## src/rtl/fwd_pkg.sv

```systemverilog
// Shared constants and slot record for the forwarding hazard tracker.
package fwd_pkg;

    localparam int TRK_RD_W  = 8;
    localparam int TRK_LAT_W = 3;

    localparam int FWD_SEL_RF    = 0;
    localparam int FWD_SEL_EXMEM = 1;
    localparam int FWD_SEL_MEMWB = 2;

    localparam int LAT_ALU  = 1;
    localparam int LAT_LOAD = 2;

    // rd is held zero-extended to the widest supported register address.
    typedef struct packed {
        logic                 valid;
        logic                 wb;
        logic [TRK_RD_W-1:0]  rd;
        logic [TRK_LAT_W-1:0] lat;
    } trk_slot_t;

    // A latency of zero behaves like a single-cycle ALU result.
    function automatic logic [TRK_LAT_W-1:0] norm_lat(input logic [TRK_LAT_W-1:0] lat);
        return (lat == '0) ? TRK_LAT_W'(1) : lat;
    endfunction

endpackage

```

## src/rtl/fwd_src_lookup.sv

```systemverilog
// Per-operand priority match of one source register against the tracked slots.
module fwd_src_lookup
    import fwd_pkg::*;
#(
    parameter int REG_AW = 5,
    parameter int DEPTH  = 3,
    parameter int SEL_W  = $clog2(DEPTH)
) (
    input  logic [REG_AW-1:0]      src_i,
    input  logic                   used_i,
    input  trk_slot_t [DEPTH-1:1]  slots_i,
    output logic [SEL_W-1:0]       sel_o,
    output logic                   hazard_o
);

    logic                 match_s;
    logic [TRK_LAT_W-1:0] match_dist_s;
    logic [TRK_LAT_W-1:0] match_lat_s;

    // Scan oldest to youngest so the youngest matching producer overrides.
    always_comb begin
        match_s      = 1'b0;
        match_dist_s = '0;
        match_lat_s  = '0;
        for (int d = DEPTH - 1; d >= 1; d--) begin
            if (slots_i[d].valid && slots_i[d].wb && (slots_i[d].rd == TRK_RD_W'(src_i))) begin
                match_s      = 1'b1;
                match_dist_s = TRK_LAT_W'(d);
                match_lat_s  = slots_i[d].lat;
            end
        end
    end

    always_comb begin
        sel_o    = '0;
        hazard_o = 1'b0;
        if (used_i && (src_i != '0) && match_s) begin
            if (match_lat_s > match_dist_s) begin
                hazard_o = 1'b1;
            end else begin
                sel_o = match_dist_s[SEL_W-1:0];
            end
        end
    end

endmodule

```

## src/rtl/fwd_hazard_tracker.sv

```systemverilog
// Tracks in-flight register writers, resolves operand forwarding at decode,
// and stalls decode while the nearest producer's result is not yet available.
module fwd_hazard_tracker
    import fwd_pkg::*;
#(
    parameter int REG_AW  = 5,
    parameter int NUM_SRC = 2,
    parameter int DEPTH   = 3,
    parameter int SEL_W   = $clog2(DEPTH),
    parameter int CNT_W   = 16
) (
    input  logic                      clk_i,
    input  logic                      rst_i,
    input  logic                      id_valid_i,
    input  logic [NUM_SRC*REG_AW-1:0] id_src_i,
    input  logic [NUM_SRC-1:0]        id_src_used_i,
    input  logic                      id_wb_i,
    input  logic [REG_AW-1:0]         id_rd_i,
    input  logic [SEL_W-1:0]          id_lat_i,
    input  logic                      flush_i,
    output logic                      stall_o,
    output logic [NUM_SRC*SEL_W-1:0]  fwd_sel_o,
    output logic [CNT_W-1:0]          stall_cnt_o
);

    // The WB slot never forwards, so only slots 1..DEPTH-1 are held;
    // an entry leaving slot DEPTH-1 simply retires through WB.
    trk_slot_t [DEPTH-1:1]     slots_q, slots_d;
    logic [NUM_SRC*SEL_W-1:0]  fwd_sel_q, fwd_sel_d;
    logic [CNT_W-1:0]          stall_cnt_q, stall_cnt_d;
    logic [NUM_SRC*SEL_W-1:0]  sel_s;
    logic [NUM_SRC-1:0]        hazard_s;
    logic                      issue_s;
    trk_slot_t                 new_slot_s;

    for (genvar k = 0; k < NUM_SRC; k++) begin : g_lookup
        fwd_src_lookup #(
            .REG_AW (REG_AW),
            .DEPTH  (DEPTH),
            .SEL_W  (SEL_W)
        ) u_lookup (
            .src_i    (id_src_i[k*REG_AW +: REG_AW]),
            .used_i   (id_src_used_i[k]),
            .slots_i  (slots_q),
            .sel_o    (sel_s[k*SEL_W +: SEL_W]),
            .hazard_o (hazard_s[k])
        );
    end

    // Flush overrides any hazard on the squashed instruction.
    assign stall_o = id_valid_i && !flush_i && (|hazard_s);
    assign issue_s = id_valid_i && !flush_i && !stall_o;

    always_comb begin
        new_slot_s.valid = 1'b1;
        new_slot_s.wb    = id_wb_i;
        new_slot_s.rd    = TRK_RD_W'(id_rd_i);
        new_slot_s.lat   = norm_lat(TRK_LAT_W'(id_lat_i));

        slots_d[1] = issue_s ? new_slot_s : '0;
        for (int j = 2; j <= DEPTH - 1; j++) begin
            slots_d[j] = slots_q[j-1];
        end

        fwd_sel_d = issue_s ? sel_s : '0;

        if (stall_o && (stall_cnt_q != '1)) begin
            stall_cnt_d = stall_cnt_q + CNT_W'(1);
        end else begin
            stall_cnt_d = stall_cnt_q;
        end
    end

    always_ff @(posedge clk_i) begin
        if (rst_i) begin
            slots_q     <= '0;
            fwd_sel_q   <= '0;
            stall_cnt_q <= '0;
        end else begin
            slots_q     <= slots_d;
            fwd_sel_q   <= fwd_sel_d;
            stall_cnt_q <= stall_cnt_d;
        end
    end

    assign fwd_sel_o   = fwd_sel_q;
    assign stall_cnt_o = stall_cnt_q;

endmodule

```

## config.mk

```make
export PLATFORM = sky130hd
export DESIGN_NAME = fwd_hazard_tracker
export DESIGN_NICKNAME = d
export VERILOG_FILES = /design/src/rtl/fwd_pkg.sv /design/src/rtl/fwd_src_lookup.sv /design/src/rtl/fwd_hazard_tracker.sv
export SDC_FILE = /design/constraint.sdc
export NUM_CORES = 1
export LEC_CHECK = 0
export CAP_MARGIN = 30
export CORE_ASPECT_RATIO = 0.8
export CORE_MARGIN = 2
export CORE_UTILIZATION = 50
export CTS_CLUSTER_DIAMETER = 40
export DETAILED_ROUTE_END_ITERATION = 8
export PLACE_DENSITY_LB_ADDON = 0.25
export SETUP_SLACK_MARGIN = 0.2
export SLEW_MARGIN = 20
export SYNTH_ARGS = -nofsm -noshare
export SYNTH_HDL_FRONTEND = slang
export SYNTH_SLANG_ARGS = --single-unit
```

## constraint.sdc

```tcl
create_clock -name clk_i -period 5.79 [get_ports clk_i]
set_input_delay 1.158 -clock clk_i [delete_from_list [all_inputs] [get_ports clk_i]]
set_output_delay 1.158 -clock clk_i [all_outputs]
set_load 0.005 [all_outputs]
```

==> metrics.log <==
[metrics] global router's overall resource usage: ~22%
[metrics] period utilisation layout: between 90 and 100%
[metrics] required time worst endpoint: 4630 ps
[metrics] RSZ-0062 raised after global routing: false
[metrics] category of the most critical setup path: input pin to output pin
[metrics] TritonCTS buffer count: 5
[metrics] total of hold buffers inserted after clock tree synthesis: 0
[metrics] synthesized area: just under 0.002 mm2
[metrics] most common library cell in the layout ignoring fill and taps: clkdlybuf4s50_1
[metrics] hold violation total from the final report: 0
[metrics] area growth from synthesis to layout: 31.9%
[metrics] number of synthesized flops with an enable pin: 0
[metrics] drc violations: 0
[metrics] initial DRC count: 93
[metrics] via count normalized by instance count: around 5.7
[metrics] via count of the first global-routing pass: 1,577
[metrics] Final Wtd Congestion: approximately 0.9
[metrics] syn avg cell area: a little under 9 um2
[metrics] Core Region: 0.00375 mm2
[metrics] worst slew pin tran: 816 ps
[metrics] sequential-to-total area share from yosys stat: roughly two fifths
[metrics] number of max-cap violations: 0
[metrics] Post-synth ARST share: 0%
[metrics] hold path start: slots_d[13]
[metrics] Yosys Warn Count: 0
[metrics] arrival time at the worst endpoint: between 4000 and 5000 ps
[metrics] detailed-routing iteration count for the pre-antenna-repair pass: 5
[metrics] R2R setup slack: roughly 2500 ps
[metrics] worst hold path depth: 1
[metrics] Design Area, Final: 0.00254 mm2
[metrics] die area: 0.00436 mm2
[metrics] standard cell with the maximum stage delay on the critical path: clkdlybuf4s50_1
[metrics] initial core utilization: 51.2%
[metrics] CP max stage delay: 530 ps
[metrics] switch share: between 20 and 25%
[metrics] clock tree from TritonCTS: yes
[metrics] Max Buffers Root-to-Sink: 2
[metrics] horizontal die dimension: 73.3 um
[metrics] outcome: complete, no violations
[metrics] class of the tightest hold or removal check: flop to flop
[metrics] capture instance of the worst register-to-register path: stall_cnt_o[2]
[metrics] minimum clock period after layout: approximately 5500 ps
[metrics] most used flip-flop cell after synthesis: dfxtp_1
[metrics] Antenna Diode Count: 0
[metrics] Setup crit end kind: output pin
[metrics] initial antenna violation count: 0
[metrics] sequential share of power: 53.7%
[metrics] share of final-layout standard cells stronger than drive strength 1: 8.37%
[metrics] count of final max-slew check failures: 0
[metrics] syn_nets: 242
[metrics] Critical Path Most Common Cell: clkdlybuf4s50_1
[metrics] count of different cell masters after synthesis: 39
[metrics] cell area reported after detailed placement: 0.00240 mm2
[metrics] highest-count cells in the layout ignoring fill and taps: 41 x clkdlybuf4s50_1, 38 x dfxtp_1, 15 x a21oi_1
[metrics] RR Startpoint: slots_d[20]
[metrics] global route overflow: 0
[metrics] end point of the worst hold path: slots_q[13]
[metrics] I/O pin total: 45
[metrics] number of cell instances on the worst register-to-register path: 13
[metrics] power share of the combinational group: 8.5%
[metrics] number of nets still failing antenna checks after routing: 0
[metrics] Internal Pwr Total: about 0.00038 W
[metrics] maximum resistive drop on vdd: 0.000131 V
[metrics] relative slew slack: 45.5%
[metrics] number of core rows: 20
[metrics] clock insertion delay at the later pin of the skew report: about 300 ps
[metrics] via count: roughly 1,800
[metrics] die extent in y: roughly 60 um
[metrics] Avg WL per Cell: 14.3 um
[metrics] largest fanout on the critical path: 4
[metrics] nature of the critical path startpoint: input pin
[metrics] fraction of synthesized cell area taken by the top area cell type: approximately 40%
[metrics] main area contributors after synthesis: dfxtp_1 40%, xnor2_1 5.0%, or4_1 4.3%
[metrics] cells traversed along the worst timing path: clkdlybuf4s50_1, xnor2_1, nand4_1, or3_4, o22ai_1, ha_1, inv_1, or3_1, o32a_1, o31ai_4, a22oi_2, nor2_1, clkdlybuf4s50_1
[metrics] wire length after detailed routing: around 4400 um
[metrics] IO buf count: 44
[metrics] largest net degree at the start of global routing: 29
[metrics] clock root cell: clkbuf_8
[metrics] proportion of power drawn by the clock network: 37.8%
[metrics] sum of negative setup slack: 0 ps
[metrics] most area-hungry cell type in the Yosys netlist: dfxtp_1
[metrics] synthesized netlist cell count: roughly 220
[metrics] number of nets in the layout: 289
[metrics] H-tree levels: 2
[metrics] Clock Sink Count: 38
[metrics] wire length of the first global-routing pass: between 7000 and 8000 um
[metrics] power per cell area: 196 mW/mm2
[metrics] number of flip-flops and latches in the synthesized netlist: 38
[metrics] Psw: 0.000113 W
[metrics] upper clock frequency limit: 0.183 GHz
[metrics] half-perimeter wire length of the detailed placement result: 3210 um
[metrics] clock slew at the register clock pins of the worst setup and hold paths: 70 ps
[metrics] reported leakage power: ~0.93 nW
[metrics] final setup fails: 0
[metrics] Worst Clk Skew: slightly above 9 ps
[cell usage after synthesis, drive strengths merged (2+ instances only)]
cell type	number
inv	6
nand2b	2
nor2b	11
buf	3
o22ai	3
o21ai	8
or3	7
nor3	4
xnor2	11
and4	3
ha	3
o31ai	10
nor4	2
xor2	9
a21oi	16
or4	11
nand2	8
nand3	10
nor2	9
nand4	10
and2	4
dfxtp	38
clkbuf	6
mux2	2
and3	11
[flip-flops by register name (all words and copies together), names as in the netlist]
signal       cells
stall_cnt_o     16
slots_q          9
fwd_sel_o        4
slots_d          9
[cell type report]
type	count	area, um2
Timing Repair Buffer	49	497
Inverter	6	22.5
Clock inverter	1	5.00
Tap cell	44	55.1
Clock buffer	7	86.3
Multi-Input combinational cell	162	1110
Fill cell	322	1220
Sequential cell	38	761
[through the flow]
stage,instances,utilization [%],power [W],setup slack [ps],hold WS [ps]
2_1_floorplan,215,-,0.000291,1220,437
3_3_place_gp,295,63.5,0.000313,306,474
3_5_place_dp,296,63.9,0.000315,222,479
4_1_cts,304,66.3,0.000500,205,490
5_1_grt,307,67.6,0.000515,184,504
6_report,307,67.6,0.000497,334,488
[critical path: cells and delay by family]
kind / cells / cell delay (ps)
AOI/OAI and AO/OA: 4 / 690
xor gates and xnor gates: 1 / 130
adders and majority gates: 1 / 160
buffers and inverters: 3 / 1080
and+or+nand+nor: 4 / 1070
[power groups by stage]
stage,clock [W],sequential (W),combinational [W]
finish,0.000188,0.000267,0.0000424
global route,0.000201,0.000267,0.0000470
CTS,0.000191,0.000267,0.0000422
detailed placement,0,0.000273,0.0000422
global placement,0,0.000273,0.0000405
floorplan,0,0.000272,0.0000192
[how the worst max path moves through the flow]
| stage | startpoint | to | slack (ps) | depth (start not counted) |
|---|---|---|---|---|
| floorplan | id_src_i[7] | stall_o | 1220 | 13 |
| detailed placement | id_src_i[6] | stall_o | 220 | 14 |
| finish | id_src_i[9] | stall_o | 330 | 13 |
| global placement | id_src_i[6] | stall_o | 310 | 14 |
| CTS | id_src_i[6] | stall_o | 210 | 14 |
| global route | id_src_i[9] | stall_o | 180 | 13 |
[kinds of logic after synthesis]
group           synth area share, %
simple gates                   30.1
compound gates                 14.2
flops                          39.6
xor+xnor                       9.11
buf+inv                        3.38
mux                            1.69
fa+ha+maj                      1.95
[metal layers]
metal	wire length (um)	global-route usage, %
met1	2120	31.8
met2	1920	32.6
met3	258	6.29
met5	0	0
met4	80	7.01
[timing repair]
action                     CTS  global route
resized for setup            0             5
buffers inserted             0             2
setup endpoints to repair    0             1
(Power assumes the default switching activity.)
